File: src/rtl/cla_seq_multiplier.sv
// Sequential shift-add unsigned multiplier: one partial-product add per clock through
// a carry-lookahead adder, full 2*WIDTH product delivered over a valid/ready handshake.

module carry_lookahead_adder #(
  parameter int WIDTH = 32
) (
  input  logic [WIDTH-1:0] a,
  input  logic [WIDTH-1:0] b,
  input  logic             c_in,
  output logic [WIDTH-1:0] s
);
  localparam int NG = WIDTH / 4;

  logic [WIDTH-1:0] p_s;
  logic [WIDTH-2:0] g_s;
  logic [WIDTH-1:0] c_s;
  logic [NG-1:0]    gc_s;

  assign p_s     = a ^ b;
  assign g_s     = a[WIDTH-2:0] & b[WIDTH-2:0];
  assign gc_s[0] = c_in;

  // 4-bit lookahead groups; group generate/propagate ripple between groups.
  // The final carry-out is not formed here: the multiplier derives it from S.
  for (genvar k = 0; k < NG; k++) begin : g_grp
    localparam int B = 4 * k;
    assign c_s[B]   = gc_s[k];
    assign c_s[B+1] = g_s[B] | (p_s[B] & gc_s[k]);
    assign c_s[B+2] = g_s[B+1] | (p_s[B+1] & g_s[B]) | (p_s[B+1] & p_s[B] & gc_s[k]);
    assign c_s[B+3] = g_s[B+2] | (p_s[B+2] & g_s[B+1]) | (p_s[B+2] & p_s[B+1] & g_s[B])
                    | (p_s[B+2] & p_s[B+1] & p_s[B] & gc_s[k]);
    if (k < NG - 1) begin : g_next
      logic grp_g_s;
      logic grp_p_s;
      assign grp_g_s = g_s[B+3] | (p_s[B+3] & g_s[B+2]) | (p_s[B+3] & p_s[B+2] & g_s[B+1])
                     | (p_s[B+3] & p_s[B+2] & p_s[B+1] & g_s[B]);
      assign grp_p_s = &p_s[B+3:B];
      assign gc_s[k+1] = grp_g_s | (grp_p_s & gc_s[k]);
    end
  end

  assign s = p_s ^ c_s;
endmodule

module cla_seq_multiplier #(
  parameter int WIDTH = 32,
  parameter int CNT_W = 5
) (
  input  logic               clk,
  input  logic               rst,
  input  logic               in_valid,
  output logic               in_ready,
  input  logic [WIDTH-1:0]   in_a,
  input  logic [WIDTH-1:0]   in_b,
  output logic               out_valid,
  input  logic               out_ready,
  output logic [2*WIDTH-1:0] out_p
);
  typedef enum logic [1:0] {
    ST_IDLE = 2'd0,
    ST_CALC = 2'd1,
    ST_DONE = 2'd2
  } state_t;

  state_t           state_r;
  state_t           state_nxt_s;
  logic [WIDTH-1:0] mcand_r;
  logic [WIDTH-1:0] hi_r;
  logic [WIDTH-1:0] lo_r;
  logic [CNT_W-1:0] count_r;
  logic [WIDTH-1:0] add_b_s;
  logic [WIDTH-1:0] sum_s;
  logic             carry_s;
  logic             last_step_s;

  assign add_b_s = lo_r[0] ? mcand_r : {WIDTH{1'b0}};

  carry_lookahead_adder #(.WIDTH(WIDTH)) u_cla (
    .a    (hi_r),
    .b    (add_b_s),
    .c_in (1'b0),
    .s    (sum_s)
  );

  // Adder exposes only S; recover its carry-out from the operand and sum MSBs.
  assign carry_s = (hi_r[WIDTH-1] & add_b_s[WIDTH-1])
                 | ((hi_r[WIDTH-1] | add_b_s[WIDTH-1]) & ~sum_s[WIDTH-1]);
  assign last_step_s = (count_r == CNT_W'(WIDTH - 1));

  // State register.
  always_ff @(posedge clk) begin
    if (rst) begin
      state_r <= ST_IDLE;
    end else begin
      state_r <= state_nxt_s;
    end
  end

  // Next-state and handshake decode.
  always_comb begin
    state_nxt_s = state_r;
    in_ready    = 1'b0;
    case (state_r)
      ST_IDLE: begin
        in_ready = 1'b1;
        if (in_valid) begin
          state_nxt_s = ST_CALC;
        end else begin
          state_nxt_s = ST_IDLE;
        end
      end
      ST_CALC: begin
        if (last_step_s) begin
          state_nxt_s = ST_DONE;
        end else begin
          state_nxt_s = ST_CALC;
        end
      end
      ST_DONE: begin
        if (out_ready) begin
          state_nxt_s = ST_IDLE;
        end else begin
          state_nxt_s = ST_DONE;
        end
      end
      default: state_nxt_s = ST_IDLE;
    endcase
  end

  // Operand capture, shift-add datapath and registered product.
  always_ff @(posedge clk) begin
    if (rst) begin
      mcand_r   <= {WIDTH{1'b0}};
      hi_r      <= {WIDTH{1'b0}};
      lo_r      <= {WIDTH{1'b0}};
      count_r   <= {CNT_W{1'b0}};
      out_valid <= 1'b0;
      out_p     <= {(2*WIDTH){1'b0}};
    end else begin
      case (state_r)
        ST_IDLE: begin
          if (in_valid) begin
            mcand_r <= in_a;
            hi_r    <= {WIDTH{1'b0}};
            lo_r    <= in_b;
            count_r <= {CNT_W{1'b0}};
          end
        end
        ST_CALC: begin
          hi_r    <= {carry_s, sum_s[WIDTH-1:1]};
          lo_r    <= {sum_s[0], lo_r[WIDTH-1:1]};
          count_r <= count_r + CNT_W'(1);
          if (last_step_s) begin
            out_valid <= 1'b1;
            out_p     <= {carry_s, sum_s, lo_r[WIDTH-1:1]};
          end
        end
        ST_DONE: begin
          if (out_ready) begin
            out_valid <= 1'b0;
          end
        end
        default: begin
          out_valid <= 1'b0;
        end
      endcase
    end
  end
endmodule

File: config.mk
export PLATFORM = sky130hd
export DESIGN_NAME = cla_seq_multiplier
export DESIGN_NICKNAME = d
export VERILOG_FILES = /design/src/rtl/cla_seq_multiplier.sv
export SDC_FILE = /design/constraint.sdc
export NUM_CORES = 1
export LEC_CHECK = 0
export CAP_MARGIN = 15
export CORE_MARGIN = 2
export CORE_UTILIZATION = 45
export CTS_CLUSTER_SIZE = 25
export DETAILED_ROUTE_END_ITERATION = 16
export PLACE_DENSITY_LB_ADDON = 0.1
export SYNTH_ARGS = -nofsm -noshare
export SYNTH_HDL_FRONTEND = slang
export SYNTH_SLANG_ARGS = --single-unit
File: constraint.sdc
create_clock -name clk -period 6.3 [get_ports clk]
set_input_delay 1.26 -clock clk [delete_from_list [all_inputs] [get_ports clk]]
set_output_delay 1.26 -clock clk [all_outputs]
set_load 0.01 [all_outputs]
==> implementation parameters, run 1 <==
Parameter                              Value

Outcome
  Outcome    complete, no violations

GRT
  First-pass GRT wire length    30700 microns
  Vias in the first global route    6198
  GRT overflow    0
  Number of antenna violations at the first check in global routing    0
  Global router's overall resource usage    20.9%
  Maximum number of pins on one net before global-route repair    108

Place
  HPWL Detailed    11800 microns
  Placed cells    1276
  PortBufs    133
  Last weighted congestion value of the routability-driven placer    0.866

Clock network
  Setup fix buffers added after clock tree synthesis    0
  CTS Buf Count    17
  Cell chosen for the clock root    clkbuf_16
  H-tree lvl count    4
  Clock latency at the later pin of the worst-skew pair    0.43 ns
  Count of hold buffers inserted by post-cts repair    0
  Reg clk slew, reported paths    0.07 ns
  CTS tree    built
  Buffer levels on the longest clock path    2
  Count of instances resized after the clock tree is built    0
  Sink Count    168

Power
  Maximum VDD drop    0.000191 V
  PD cells    240 nW/um^2
  Leakage power of the design    3.69 nW

Detailed routing
  WL final    18700 microns
  Antenna Nets Post-Route    0
  Wire length per cell after detailed routing    14.3 microns
  Count of TritonRoute iterations in the first routing pass    5
  DRC violation count after routing    0
  Drt initial violations    350
  Via-per-instance ratio    5.14
  Vias    6728

Timing
  Number of hold violations in the final report    0
  Worst relative slew slack    30.1%
  Highest attainable clock frequency    0.260 GHz
  Crit share post-route    61.0%
  Final-layout setup total negative slack    0 ns
  Unrepaired setup endpoints after global routing    false
  Tmin final    3.84 ns
  Clock Skews    0.0111 ns
  Worst-margin pin slew    1.05 ns
  Setup violators final    0
  Final count of pins violating max slew    0

Synth
  Yosys warning count    0
  Count of mapped cells out of synthesis    980
  Synth cell types    49
  Top area cells in the synthesized netlist    dfxtp_1, nand2_1, a21oi_1
  Number of flip-flops and latches in the synthesized netlist    168
  Number of synthesized flops with an enable pin    0
  Post-synthesis sequential area ratio    43.2%
  Most used flip-flop cell after synthesis    dfxtp_1
  Cell area after technology mapping    7780 sq um
  Share of synthesized flip-flops with an asynchronous set or reset    0%
  Most used standard cell by instance count after synthesis    nand2_1
  Top post-synthesis cells by count    nand2_1, dfxtp_1, a21oi_1, nor2_1, clkbuf_1
  Syn_area_per_cell    7.94 sq um
  Library cell with the largest summed area after synthesis    dfxtp_1
  Area share of the leading cell type in the synthesized netlist    43.2%
  Mapped Nets    1090

Floorplan
  Core ar.    17100 sq um
  Chip Width    136 microns
  Vertical die dimension    136 microns
  Ports    134
  Row count    48
  Full die area    18400 sq um
  Effective utilization at floorplan    45.5%

Worst hold path
  Min-Delay Path Depth    2
  Hold Crit Class    register to register

Worst setup path
  Nature of the critical path endpoint    register
  Worst setup path class    register to register
  CP Max Fanout    18
  Arrival time reported for the critical path endpoint    4.19 ns
  Worst reg2reg path depth    13
  Required @ worst endpoint    6.65 ns
  Launching element type of the critical path    register

Run
  Max-cap viol count    0

Finish
  Cell Count, Final, Fillers Out    1309
  Area growth, synth to finish    25.6%
  Net count, final    1181
  Share of post-route cells with drive strength above 1    5.07%
  Ant diodes    0
  Final core occ    57.1%
placed cells by master, fill, tap and decap left out, types with 8 or more instances in the layout:
cell and count:
clkbuf_16 17, dfxtp_1 168, inv_1 23, fa_1 9, nand3_1 33, xnor2_1 18, and2_1 25, ha_1 33
nor2_1 81, a21oi_1 119, a311oi_1 33, buf_4 8, clkdlybuf4s50_1 132, nand2_1 262, a31oi_1 13, a21o_1 9
a211oi_1 9
critical path, cell delays in order (launching register included):
cell and delay [ns]:
dfxtp_1 0.65, buf_4 0.32, and2_1 0.15, ha_1 0.27, a21o_1 0.19, a21oi_1 0.28
o311ai_0 0.26, a311oi_1 0.32, o21a_1 0.23, o211ai_1 0.16, a21o_1 0.22, fa_1 0.52
nand2_1 0.05, a21oi_1 0.14
flip-flops by register name (all words and copies together), names as in the netlist:
name,flops
count_r,5
hi_r,32
lo_r,32
mcand_r,32
out_p,64
out_valid,1
state_r,2
path summary, 6_finish.rpt:
check                            startpoint  slack [ns]     endpoint
worst max-delay path                lo_r[0]        2.46    out_p[62]
worst min-delay path            mcand_r[15]        0.45  mcand_r[15]
worst max register to register      lo_r[0]        2.46    out_p[62]
worst min register to register  mcand_r[15]        0.45  mcand_r[15]
per-layer routing:
metal	GRT usage, %	wire, microns	vias to the layer above
li1	-	-	3517
met1	29.4	9320	3077
met2	32.4	8440	120
met3	4.19	740	14
met4	6.37	208	0
met5	0	0	-
power by group:
part	switching [W]	internal (W)
clock	0.000459	0.000564
sequential	0.0000273	0.00110
combinational	0.000116	0.0000842
through the flow:
stage          total power (W)  hold slack [ns]  instance area (sq um)  worst slack, ns
6_report               0.00235            0.451                   9770             2.46
5_1_grt                0.00244            0.470                   9770             2.10
4_1_cts                0.00237            0.451                   9750             2.46
3_5_place_dp           0.00135            0.442                   9180             2.48
3_3_place_gp           0.00135            0.442                   9180             2.56
2_1_floorplan          0.00127            0.429                   7780             3.12
kinds of logic (layout without fill, tap and decap cells):
logic type	count (synthesis)	after routing	synth area share (%)
fa+ha+maj	42	42	7.62
xor+xnor	22	22	2.48
compound gates	221	221	18.4
simple gates	435	435	23.4
buf+inv	92	196	4.87
flops	168	168	43.2
cell type report:
class	instances	area, sq um
multi-input combinational	720	4070
timing repair buffer	141	1400
tap	225	282
clock buffer	18	439
fill	1636	7340
clock inverter	14	138
inverter	23	86.3
sequential	168	3360
(Power assumes the default switching activity.)
==> inputs of run 2 (changes only) <==
==> constraint.sdc (replaced) <==
create_clock -name clk -period 3.5 [get_ports clk]
set_input_delay 0.7 -clock clk [delete_from_list [all_inputs] [get_ports clk]]
set_output_delay 0.7 -clock clk [all_outputs]
set_load 0.01 [all_outputs]
==> implementation parameters, run 2 (synthesized netlist as in run 1, its figures left out) <==
Parameter                              Value

Power
  Net Sw Power    0.00107 W
  Clock share of power    46.8%
  Power share of the combinational group    8.3%
  Maximum VDD drop    0.000354 V
  Leakage power of the design    3.85 nW
  Net switching share of the total power    23.8%
  Share of power burned in registers    44.9%
  Internal power summed over all cells    0.00344 W
  PD cells    449 nW/um^2

GRT
  Number of antenna violations at the first check in global routing    0
  GRT overflow    0
  First-pass GRT wire length    31700 microns
  Vias in the first global route    6418
  Maximum number of pins on one net before global-route repair    71
  Global router's overall resource usage    21.4%

Clock network
  Sink Count    168
  Setup fix buffers added after clock tree synthesis    0
  Count of hold buffers inserted by post-cts repair    0
  Clock latency at the later pin of the worst-skew pair    0.43 ns
  CTS tree    built
  Buffer levels on the longest clock path    2
  Cell chosen for the clock root    clkbuf_16
  Reg clk slew, reported paths    0.06 ns
  CTS Buf Count    17
  H-tree lvl count    4

Finish
  Area growth, synth to finish    29.0%
  Max reg flops    64
  Number of fill cells    1607
  Commonest cells after routing, fill and taps aside    nand2_1, dfxtp_1, clkdlybuf4s50_1
  Area of all placed cells without fillers    10000 sq um
  Most frequent standard cell in the layout excluding fill and tap cells    nand2_1
  Multi-input combinational cell area    4070 sq um
  Net count, final    1204
  Top reg by flops    out_p
  Share of post-route cells with drive strength above 1    7.23%
  Reg area    3370 sq um
  Ant diodes    0

Floorplan
  Chip Width    136 microns
  Ports    134
  Effective utilization at floorplan    45.5%
  Vertical die dimension    136 microns
  Full die area    18400 sq um
  Core ar.    17100 sq um
  Row count    48

Worst setup path
  Required @ worst endpoint    3.85 ns
  Worst setup path start    lo_r[0]
  Worst reg2reg path depth    14
  Arrival time reported for the critical path endpoint    3.66 ns
  Worst Setup EP    out_p[62]
  Register-to-register setup slack    0.20 ns
  Launching element type of the critical path    register
  Worst R2R Start    lo_r[0]
  Worst setup path class    register to register
  Nature of the critical path endpoint    register
  CP Max Fanout    12
  FF-to-FF End    out_p[62]

Timing
  Clock Skews    0.00888 ns
  Unrepaired setup endpoints after global routing    false
  Smallest setup slack after layout    0.197 ns
  Tmin final    3.30 ns
  Final-layout setup total negative slack    0 ns
  Number of hold violations in the final report    0
  Final count of pins violating max slew    0
  Worst-margin pin slew    0.740 ns
  Highest attainable clock frequency    0.303 GHz
  Worst relative slew slack    50.6%
  Crit share post-route    94.4%
  Setup violators final    0

Detailed routing
  Wire length per cell after detailed routing    14.3 microns
  Drt initial violations    399
  DRC violation count after routing    0
  Count of TritonRoute iterations in the first routing pass    5
  WL final    19100 microns
  Antenna Nets Post-Route    0
  Vias    6894
  Via-per-instance ratio    5.18

Place
  Last weighted congestion value of the routability-driven placer    0.853
  PortBufs    133
  HPWL Detailed    12500 microns
  DP Worst Slack    0.0220 ns
  Placed inst area    9370 sq um

Run
  Max-cap viol count    0

Outcome
  Outcome    complete, no violations

Worst hold path
  Hold Crit Class    register to register
==> run 2: worst max-delay path, stage by stage (launching register included) <==
cell	delay (ns)
dfxtp_4	0.39
buf_4	0.16
buf_4	0.15
and2_1	0.13
ha_1	0.19
a21o_1	0.21
o21bai_1	0.21
a221oi_4	0.27
o211a_1	0.24
o21a_1	0.21
o211ai_1	0.16
a21o_1	0.22
fa_1	0.52
nand2_1	0.05
a21oi_1	0.12
==> run 2: timing repair <==
item / in CTS / in global routing
gates resized for setup: 0 / 4
endpoints found under the setup margin: 0 / 16
hold endpoints to repair: 0 / 0
==> run 2: per-stage QoR <==
step	std cells	util (%)	hold WS (ns)	total power, W
after floorplan	980	-	0.429	0.00228
after global placement	1300	54.7	0.438	0.00245
after detailed placement	1300	54.7	0.444	0.00245
after CTS	1332	58.6	0.453	0.00455
after global routing	1332	58.7	0.474	0.00467
final	1332	58.7	0.450	0.00451
==> run 2: power by group through the flow <==
stage	Combinational (W)	Clock [W]	Sequential, W
after floorplan	0.000231	0	0.00205
after global placement	0.000378	0	0.00207
after detailed placement	0.000379	0	0.00207
after CTS	0.000381	0.00215	0.00203
after global routing	0.000423	0.00222	0.00203
final	0.000376	0.00211	0.00203
==> run 2: metal layers <==
metal | track usage, % | share of wire (%) | vias to the layer above
met1 | 30.0 | 49 | 3169
li1 | - | - | 3564
met2 | 33.4 | 45 | 142
met3 | 4.45 | 4.8 | 19
met5 | 0 | 0 | -
met4 | 6.02 | 1.3 | 0
==> run 2: area by class of cell <==
class | instances | area share (%)
multi-input cells | 720 | 40.6
clock inverters | 13 | 2.17
clock buffers | 19 | 4.41
flip-flops and latches | 168 | 33.5
repair buffers | 164 | 15.7
well taps | 225 | 2.80
inverters | 23 | 0.860
==> run 2: worst min-delay path by stage <==
stage                 from          end  slack [ns]  cells past startpoint
2_1_floorplan   count_r[3]   count_r[3]        0.43                      1
3_3_place_gp   mcand_r[29]  mcand_r[29]        0.44                      2
3_5_place_dp   mcand_r[26]  mcand_r[26]        0.44                      2
4_1_cts        mcand_r[15]  mcand_r[15]        0.45                      2
5_1_grt          out_p[29]    out_p[29]        0.47                      2
6_report       mcand_r[15]  mcand_r[15]        0.45                      2
